File: src/rtl/mux4_sync.sv
// Registered 4-to-1 mux with a single valid/ready skid-free pipeline stage.
// The select travels with the data so downstream can tag the result.
module mux4_sync #(
    parameter int WIDTH = 8
) (
    input  logic             i_clk,
    input  logic             i_rst_n,
    input  logic [WIDTH-1:0] i_val0,
    input  logic [WIDTH-1:0] i_val1,
    input  logic [WIDTH-1:0] i_val2,
    input  logic [WIDTH-1:0] i_val3,
    input  logic [1:0]       i_sel,
    input  logic             i_valid,
    output logic             o_ready,
    output logic [WIDTH-1:0] o_val,
    output logic [1:0]       o_sel,
    output logic             o_valid,
    input  logic             i_ready
);

    typedef struct packed {
        logic [WIDTH-1:0] val;
        logic [1:0]       sel;
    } rsp_t;

    rsp_t             rsp_q;
    logic             vld_q;
    logic [WIDTH-1:0] mux_d;
    logic             accept;

    always_comb begin
        mux_d = '0;
        case (i_sel)
            2'd0: mux_d = i_val0;
            2'd1: mux_d = i_val1;
            2'd2: mux_d = i_val2;
            2'd3: mux_d = i_val3;
            default: mux_d = '0;
        endcase
    end

    assign o_ready = !vld_q || i_ready;
    assign accept  = i_valid && o_ready;

    // A drain with no new accept only clears valid; the payload stays put.
    always_ff @(posedge i_clk) begin
        if (!i_rst_n) begin
            vld_q <= 1'b0;
            rsp_q <= '0;
        end else if (accept) begin
            vld_q     <= 1'b1;
            rsp_q.val <= mux_d;
            rsp_q.sel <= i_sel;
        end else if (i_ready) begin
            vld_q <= 1'b0;
        end
    end

    assign o_val   = rsp_q.val;
    assign o_sel   = rsp_q.sel;
    assign o_valid = vld_q;

endmodule

File: config.mk
export PLATFORM = sky130hd
export DESIGN_NAME = mux4_sync
export DESIGN_NICKNAME = d
export VERILOG_FILES = /design/src/rtl/mux4_sync.sv
export SDC_FILE = /design/constraint.sdc
export NUM_CORES = 1
export LEC_CHECK = 0
export CORE_MARGIN = 1
export CORE_UTILIZATION = 33
export DETAILED_ROUTE_END_ITERATION = 10
export PLACE_DENSITY = 0.86
export SETUP_SLACK_MARGIN = 0.15
export SYNTH_ARGS = -nofsm -noshare
export SYNTH_HDL_FRONTEND = slang
export SYNTH_SLANG_ARGS = --single-unit
File: constraint.sdc
create_clock -name i_clk -period 2.8 [get_ports i_clk]
set_input_delay 0.28 -clock i_clk [delete_from_list [all_inputs] [get_ports i_clk]]
set_output_delay 0.28 -clock i_clk [all_outputs]
set_load 0.01 [all_outputs]
# Word level (Yosys, flattened, before mapping)

Index checks and enable logic that the tools add are counted.
W data, S select, Z words.

Register bits after elaboration: 11
Latch bits: 0
Bits in writable memories: 0
Bits in read-only memories: 0
Input port bits: 38
Output and inout port bits: 12
Word-level logic and storage cells: 14
Memories kept: 0

Add/subtract/negate cells: 0
$mul: 0
Div/mod/pow operators: 0
Order comparisons: 0
Equal/unequal tests: 3
Shifts and indexed selects: 0
Multiplexer cells: 3
Bitwise gates (word level): 0
Reduce and logical (&&, ||, !) cells: 5

Operator list:

| operator             | number |
|---|---|
| $pmux W8 S4          | 1 |
| $eq A2 B2 Y1 const B | 2 |
| $eq A2 B1 Y1 const B | 1 |
| $logic_not A2 Y1     | 1 |
| $mux W1              | 2 |
| $reduce_bool A2 Y1   | 1 |
| $logic_and A1 B1 Y1  | 1 |
| $logic_not A1 Y1     | 1 |
| $logic_or A1 B1 Y1   | 1 |

# Longest topological paths before layout

Gate-level depths: netlist of run 1.

Depth after elaboration: 4
Depth in mapped cells: 4
Gate-level depth less buffers: 4

# Least setup slack after synthesis of run 1

Ideal clock, no wire load.

Path kind: input -> register
From: in i_sel[0]
To: reg rsp_q, in the netlist o_val[7]
Library setup time: 128 ps
Data arrival time: 1027 ps
Slack: 1644 ps
Stages: 3
Buffers on the path: 1
Cells stage by stage: buf_6 > mux4_2 > o2bb2ai_1

Word-level cells in the longest chain between the ends: 2

Ends and longest elaborated chain:

| item                                       | line | RTL |
|---|---|---|
| from (decl)                                | 12   | `input logic [1:0] i_sel,` |
| $eq A2 B2 Y1, or another cell as far along | 33   | `case (i_sel)` |
| $pmux W8 S4 (*)                            | 33   |  |
| to (decl)                                  | 26   | `rsp_t rsp_q;` |

Mark *: on every way between the ends. The rest lies on a longest branch, timed or not.
A chain may end at the register's enable or synchronous reset.

# Worst setup path after layout of run 1

From: in i_ready
To: out o_ready

Word-level cells in the longest chain between the ends: 1

Ends and longest elaborated chain:

| item               | line | RTL |
|---|---|---|
| from (decl)        | 18   | `input logic i_ready` |
| $logic_or A1 B1 Y1 | 42   | `assign o_ready = !vld_q \|\| i_ready;` |
| to (decl)          | 14   | `output logic o_ready,` |

No other way between the ends.

==> results of run 1 <==
[area by class of cell]
class | instances | area share, %
clock inverters | 1 | 0.446
well taps | 24 | 2.68
flip-flops and latches | 11 | 19.6
repair buffers | 49 | 43.7
clock buffers | 3 | 2.01
inverters | 3 | 1.00
multi-input cells | 34 | 30.5
[worst paths after layout]
kind / end / slack, ps / cells after the start
setup / recovery: o_ready / 850 / 4
hold / removal: o_val[5] / 460 / 2
setup reg to reg: o_val[4] / 1590 / 3
hold reg to reg: o_val[5] / 460 / 2
[routing by layer]
layer | track usage (%) | part of all wire [%]
met5 | 0 | 0
met4 | 9.09 | 2.4
met3 | 1.63 | 8.8
met2 | 27.1 | 52
met1 | 22.9 | 37
[kinds of logic after synthesis]
family | share of synthesized area, %
AO/OA/AOI/OAI | 16.0
buffers and inverters | 5.26
flip-flops | 37.1
multiplexers | 30.3
AND/OR/NAND/NOR | 11.4
[tightest hold or removal path: cells and delay by family, from the launching register on]
kind	cells	cell delay [ps]
flops	1	310
simple gates	1	50
compound gates	1	60
[stage by stage]
step | setup slack, ps | power, uW | area, um2 | hold WS (ps) | instances
2_1_floorplan | 1640 | 230 | 594 | 440 | 51
3_3_place_gp | 848 | 307 | 1090 | 450 | 121
3_5_place_dp | 832 | 310 | 1090 | 452 | 121
4_1_cts | 859 | 418 | 1120 | 462 | 125
5_1_grt | 809 | 435 | 1120 | 479 | 125
6_report | 853 | 416 | 1120 | 459 | 125
[layout by cell type (no fill, tap or decap)]
cell             netlist  layout
clkdlybuf4s50_1        0      49
o21ai_0                2       2
nor3_4                 1       1
clkinv_2               0       1
and2b_1                1       1
nand2_1                8       8
nor2_1                 1       1
inv_1                  3       3
clkbuf_4               0       3
a21oi_1                3       3
dfxtp_1               11      11
nand3_1                2       2
o2bb2ai_1              8       8
mux4_2                 8       8
[state kept, by name (all words and copies together), names as in the netlist]
signal / cells
o_sel: 2
o_valid: 1
o_val: 8
[power groups by stage]
stage,Clock [uW],Combinational [uW],Sequential (uW)
final,111,132,174
after detailed placement,0,132,177
after floorplan,0,47.2,182
after CTS,111,133,174
after global placement,0,130,177
after global routing,119,141,175
==> metrics.txt, run 1 <==
post-cts gate resize count 0; worst path bufs/invs 3; fin util 70.4%; Critical Path Start Type input port; commonest cells in the netlist 11 x dfxtp_1, 8 x mux4_2, 8 x nand2_1, 8 x o2bb2ai_1; I/O Buffers 49; status completed; Std-Cell Rows 14; gate count of the mapped netlist 51; Slowest-stage cell, CP clkdlybuf4s50_1; min-delay src o_val[5]; Sw Ratio 25.0%; skew final 3.22 ps; Final period util 69.5%; maximum fanout along the worst path 5; H-tree level count 1; Syn Std Cell Area 594 um2; share of cells above drive strength 1 12.9%; grt total ovfl 0; TritonRoute pass-1 iters 5; Post CTS Setup Buffer Count 0; Clock power frac 26.6%; CTS tree built; Core Region 1590 um2; crit path cell chain clkdlybuf4s50_1 -> and2b_1 -> inv_1 -> clkdlybuf4s50_1; Area Growth Syn to Fin 88.8%; total CTS buffers 3; Die Y 44.4 um; Slew Viols, Final 0; ant diodes 0; Post-synth EDFFs 0; number of remaining DRC errors 0; top cell type's share of synthesized area 37.1%; DIE WIDTH 44.4 um; CP Data Arrival Time 1670 ps; area leader, netlist dfxtp_1; CTS Hold Bufs 0; P_sw 104 uW; RSZ-0062 raised after global routing false; Ports 50; synth top area cells dfxtp_1 37%, mux4_2 30%, o2bb2ai_1 12%, nand2_1 5.1%, nor3_4 2.7%; most numerous cell in the Yosys netlist dfxtp_1; syn_nets 89; highest cell delay on the worst timing path 560 ps; slew at the pin with the worst max-slew slack 545 ps; global-route wire length before repair 2440 um; mean post-synth cell area 11.7 um2; Synth Register Bits 11; initial drt markers 20; most frequent CP cell clkdlybuf4s50_1; die area 1970 um2; Top FF cell, synth dfxtp_1; GP Congestion 0.825; HPWL Detailed 1290 um; antenna violations before repair 0; Cell Int Power 312 uW; Detailed Route WL 1560 um; Yosys cell types 14; async set-or-reset flop fraction in the synthesized netlist 0%; part of the power in combinational logic 31.7%; Antenna Nets Post-Route 0; setup TNS 0 ps; Seq/Total Area, Yosys 37.1%; Vias/cell 5.00; vias 625; TritonCTS sink count 11; maximum VDD drop 155 uV; Reg clk slew, reported paths 70 ps; Filler Cell Count 119; RR Startpoint o_valid; Initial Utilization 37.3%; Multi-input gate area 343 um2; worst skew pair latency 280 ps; Final min period 1950 ps; root buf cell clkbuf_4; Setup Crit Path Kind in2out; net count reported at finish 140; Synth Warn # 0; cell class contributing the biggest share of worst-path delay buffers and inverters; fmax 0.514 GHz; final hold violation count 0; number of global-route vias before repair 587; buffer depth of the longest clock path 2; Total GRT Usage 17.0%; Flop pwr share 41.7%; CP startpoint i_ready; pwr/cell area 370 nW/um2; pin count of the biggest net entering global routing 10; Worst Setup End Kind primary output; max-slew headroom at the worst pin 63.5%; LEAKAGE 0.000400 uW; Hold Path Class reg2reg; Routed wire per std cell 12.5 um; storage element area 220 um2; max_cap viols 0; Final Setup Violations 0; Req. time, crit path 2520 ps
(Power assumes the default switching activity.)
==> inputs of run 2 (changes only) <==
Settings changed: CORE_UTILIZATION 33 to 28, PLACE_DENSITY 0.86 to 0.79.
Clock period 2.8 ns to 1.68 ns, I/O delays scaled along.
==> run 2 against run 1 <==
Compared with the run above:
- clock power up 69%
- sequential power up 66%
- non-clock buffer count up 5
- sequential share of layout area down 0.86 points
==> metrics.txt, run 2 (same netlist as run 1, synthesis figures left out) <==
cell class contributing the biggest share of worst-path delay buffers and inverters; number of remaining DRC errors 0; r2r worst-path depth 4; CP startpoint o_sel[0]; storage element area 220 um2; number of global-route vias before repair 625; CP Data Arrival Time 1170 ps; Crit. path cell count 1; Final min period 1340 ps; Req. time, crit path 1510 ps; max-slew headroom at the worst pin 74.7%; TritonCTS sink count 11; Routed wire per std cell 13.4 um; worst skew pair latency 280 ps; net count reported at finish 145; LEAKAGE 0.000425 uW; skew final 4.86 ps; Antenna Nets Post-Route 0; highest cell delay on the worst timing path 540 ps; root buf cell clkbuf_4; H-tree level count 1; Slew Viols, Final 0; grt total ovfl 0; reg-to-reg slack, setup 550 ps; share of cells above drive strength 1 16.0%; Final Setup Violations 0; Vias/cell 4.94; maximum fanout along the worst path 2; pwr/cell area 606 nW/um2; fmax 0.748 GHz; final hold violation count 0; worst path bufs/invs 1; Core Region 1980 um2; Setup Crit Path Kind reg2out; Die Y 48.1 um; slew at the pin with the worst max-slew slack 378 ps; ant diodes 0; Filler Cell Count 157; die area 2310 um2; Detailed Route WL 1780 um; TritonRoute pass-1 iters 4; max_cap viols 0; Critical Path Start Type register; max reg flops 8; RR Startpoint o_valid; initial drt markers 13; global-route wire length before repair 2660 um; DIE WIDTH 48.1 um; RSZ-0062 raised after global routing false; total CTS buffers 3; Final period util 79.6%; DRT met1 WL 721 um; Met2 Routed Length 899 um; Worst Setup End Kind primary output; Std-Cell Rows 16; Hold WS 459 ps; maximum VDD drop 300 uV; Top Metal Used met4; met3 routed WL 109 um; HPWL Detailed 1460 um; I/O Buffers 49; CTS tree built; pre-CTS setup slack 95.2 ps; vias 657; most common cell after layout, fill and taps aside clkdlybuf4s50_1; crit path cell chain clkdlybuf4s50_1; Ports 50; setup TNS 0 ps; Multi-input gate area 343 um2; Hold Path Class reg2reg; Initial Utilization 30.0%; pin count of the biggest net entering global routing 10; Reg clk slew, reported paths 70 ps; CTS Hold Bufs 0; Area Growth Syn to Fin 97.5%; worst setup margin 343 ps; Worst R2R End o_val[5]; status completed; antenna violations before repair 0; Slowest-stage cell, CP clkdlybuf4s50_1; buffer depth of the longest clock path 2; Critical Path Sink o_sel[0]; commonest non-fill, non-tap cells in the layout 48 x clkdlybuf4s50_1, 11 x dfxtp_1, 8 x mux4_2, 8 x nand2_1, 8 x o2bb2ai_1; Total GRT Usage 17.2%; GP Congestion 0.656
-- run 2: cell types whose count changed in the layout (fill, tap and decap cells not counted), sizes merged --
cell / before / now
buf: 0 / 5
clkbuf: 3 / 4
clkdlybuf4s50: 49 / 48
clkinv: 1 / 0
dlygate4sd2: 0 / 1
-- run 2: timing repair --
action	CTS	global route
gates resized for setup	1	0
hold endpoints to repair	0	0
buffers inserted	0	0
setup endpoints to repair	1	0
-- run 2: per-layer routing --
layer / GRT usage [%] / up-vias
met3: 2.64 / 5
li1: - / 310
met2: 28.4 / 36
met5: 0 / -
met1: 21.8 / 306
met4: 8.33 / 0
-- run 2: cell type report --
class | instances | area share [%]
Timing Repair Buffer | 54 | 45.9
Multi-Input combinational cell | 34 | 29.2
Sequential cell | 11 | 18.8
Tap cell | 27 | 2.88
Clock buffer | 4 | 2.24
Inverter | 3 | 0.959
-- run 2: worst min path at each step --
| stage | startpoint | to | slack, ps | cells after the start |
|---|---|---|---|---|
| 5_1_grt | o_val[2] | o_val[2] | 480 | 2 |
| 2_1_floorplan | i_valid | o_sel[0] | 330 | 2 |
| 4_1_cts | o_val[2] | o_val[2] | 460 | 2 |
| 3_3_place_gp | o_val[1] | o_val[1] | 450 | 2 |
| 6_report | o_val[2] | o_val[2] | 460 | 2 |
| 3_5_place_dp | o_val[2] | o_val[2] | 450 | 2 |
-- run 2: stage by stage --
| step | util (%) | std cells | area [um2] | power, uW |
|---|---|---|---|---|
| after global placement | 58.0 | 129 | 1150 | 525 |
| after floorplan | - | 51 | 594 | 383 |
| after CTS | 59.2 | 133 | 1170 | 714 |
| after global routing | 59.2 | 133 | 1170 | 742 |
| after detailed placement | 58.0 | 129 | 1150 | 531 |
| final | 59.2 | 133 | 1170 | 711 |
-- run 2: power breakdown --
part	total [uW]	leakage (uW)	internal, uW	switching, uW
Sequential	289	0.0000907	280	9.28
Clock	188	0.0000150	92.3	96.0
Combinational	234	0.000319	162	71.9
Total	711	0.000425	534	177
==> inputs of run 3 (changes only) <==
Settings changed: CORE_UTILIZATION 28 to 31, PLACE_DENSITY 0.79 to 0.82.
Clock period 1.68 ns to 1.3 ns, I/O delays scaled along.
==> run 3 against run 2 <==
Compared with the run above:
- non-clock buffer count rose by 5
- register-to-register slack worse by 340 ps
- die area is 9.3% lower
- sequential share of layout area fell by 0.90 points
- setup slack lost 180 ps
- critical endpoint is now o_val[0]
- largest power group unchanged
==> metrics.txt, run 3 (same netlist as run 1, synthesis figures left out) <==
Hold WS 459 ps; Post-DP Area 1180 um2; RR Startpoint o_valid; part of the power in combinational logic 34.5%; worst path bufs/invs 2; status completed; Area Growth Syn to Fin 109%; Detailed Route WL 1780 um; commonest non-fill, non-tap cells in the layout 36 x clkdlybuf4s50_1, 11 x dlygate4sd2_1, 10 x dfxtp_1; Final period util 87.6%; Reg clk slew, reported paths 70 ps; fmax 0.878 GHz; P_sw 217 uW; final hold violation count 0; Antenna Nets Post-Route 0; highest cell delay on the worst timing path 500 ps; slew at the pin with the worst max-slew slack 201 ps; r2r worst-path depth 5; share of cells above drive strength 1 22.5%; crit path cell chain clkdlybuf4s15_1 -> bufbuf_16 -> mux4_2 -> o2bb2ai_2; GP Congestion 0.627; Vias/cell 5.00; max_cap viols 0; skew final 4.51 ps; cell class contributing the biggest share of worst-path delay buffers and inverters; die area 2100 um2; maximum fanout along the worst path 4; Hold Path Class reg2reg; min-delay src o_val[6]; Final Setup Violations 0; number of remaining DRC errors 0; maximum VDD drop 317 uV; RSZ-0062 raised after global routing false; TritonRoute pass-1 iters 6; Worst R2R End o_val[3]; Cell Int Power 697 uW; global-route wire length before repair 2920 um; reg-to-reg slack, setup 210 ps; CTS tree built; TritonCTS sink count 11; worst skew pair latency 260 ps; storage element area 221 um2; buffer depth of the longest clock path 2; most common cell after layout, fill and taps aside clkdlybuf4s50_1; Slew Viols, Final 0; I/O Buffers 49; Filler Cell Count 144; root buf cell clkbuf_4; Routed wire per std cell 13.1 um; Critical Path Start Type input port; initial drt markers 13; Final min period 1140 ps; DIE WIDTH 45.8 um; net count reported at finish 150; H-tree level count 1; Std-Cell Rows 15; pwr/cell area 738 nW/um2; pin count of the biggest net entering global routing 10; Ports 50; antenna violations before repair 0; Core Region 1760 um2; Power, Total 915 uW; Hold Path Depth 2; Worst Setup End Kind register; final instance area 1240 um2; Req. time, crit path 1450 ps; Slowest-stage cell, CP mux4_2; number of global-route vias before repair 693; Multi-input gate area 349 um2; HPWL Detailed 1430 um; Flop pwr share 40.9%; grt total ovfl 0; ant diodes 0; Sw Ratio 23.8%; total CTS buffers 3; LEAKAGE 0.000514 uW; Total GRT Usage 19.6%; max reg flops 8; Setup Crit Path Kind in2reg; fin util 70.3%; Die Y 45.8 um; Initial Utilization 33.7%; Clock power frac 24.6%; setup TNS 0 ps; max-slew headroom at the worst pin 86.6%; vias 680; WHS Endpoint o_val[6]; CP Data Arrival Time 1290 ps
run 3: what timing repair did:
item                                    in CTS  in global routing
hold buffers                                 0                  0
endpoints found under the setup margin      20                  8
pin swaps                                    1                  1
gates cloned                                 1                  0
resized for setup                           14                  5
buffers inserted                             1                  0
run 3: area by class of cell:
type                       count  area share (%)
timing repair buffer          59            48.4
multi-input combinational     34            28.2
sequential                    11            17.9
tap                           25            2.52
clock buffer                   4            2.12
inverter                       3           0.908
run 3: how the worst max path moves through the flow:
stage          startpoint       end  slack, ps  depth (start not counted)
6_report         i_sel[0]  o_val[0]        160                          4
3_3_place_gp     i_sel[0]  o_val[6]       -240                          4
5_1_grt          i_sel[0]  o_val[0]        140                          4
2_1_floorplan     o_valid  o_val[0]        250                          3
3_5_place_dp     i_sel[0]  o_val[3]       -270                          4
4_1_cts           i_ready   o_ready         80                          4
run 3: power by group through the flow:
stage	clock [uW]	sequential (uW)	combinational (uW)
after floorplan	0	393	102
after global placement	0	381	307
after detailed placement	0	382	316
after CTS	233	373	314
after global routing	251	377	337
final	225	374	316
run 3: routing by layer:
metal | track usage [%] | wire length (um)
met1 | 22.5 | 626
met2 | 36.9 | 1000
met3 | 3.17 | 117
met4 | 5.29 | 36
met5 | 0 | 0
run 3: through the flow:
step | worst slack (ps) | cells
final | 161 | 136
after global routing | 142 | 136
after CTS | 81.4 | 136
after detailed placement | -267 | 130
after global placement | -243 | 130
after floorplan | 253 | 51
run 3: worst register-to-register path: cells and delay by family, from the launching register on:
kind                   cells  cell delay (ps)
buffers and inverters      2              300
and+or+nand+nor            2              270
AOI/OAI and AO/OA          1              120
DFF                        1              320
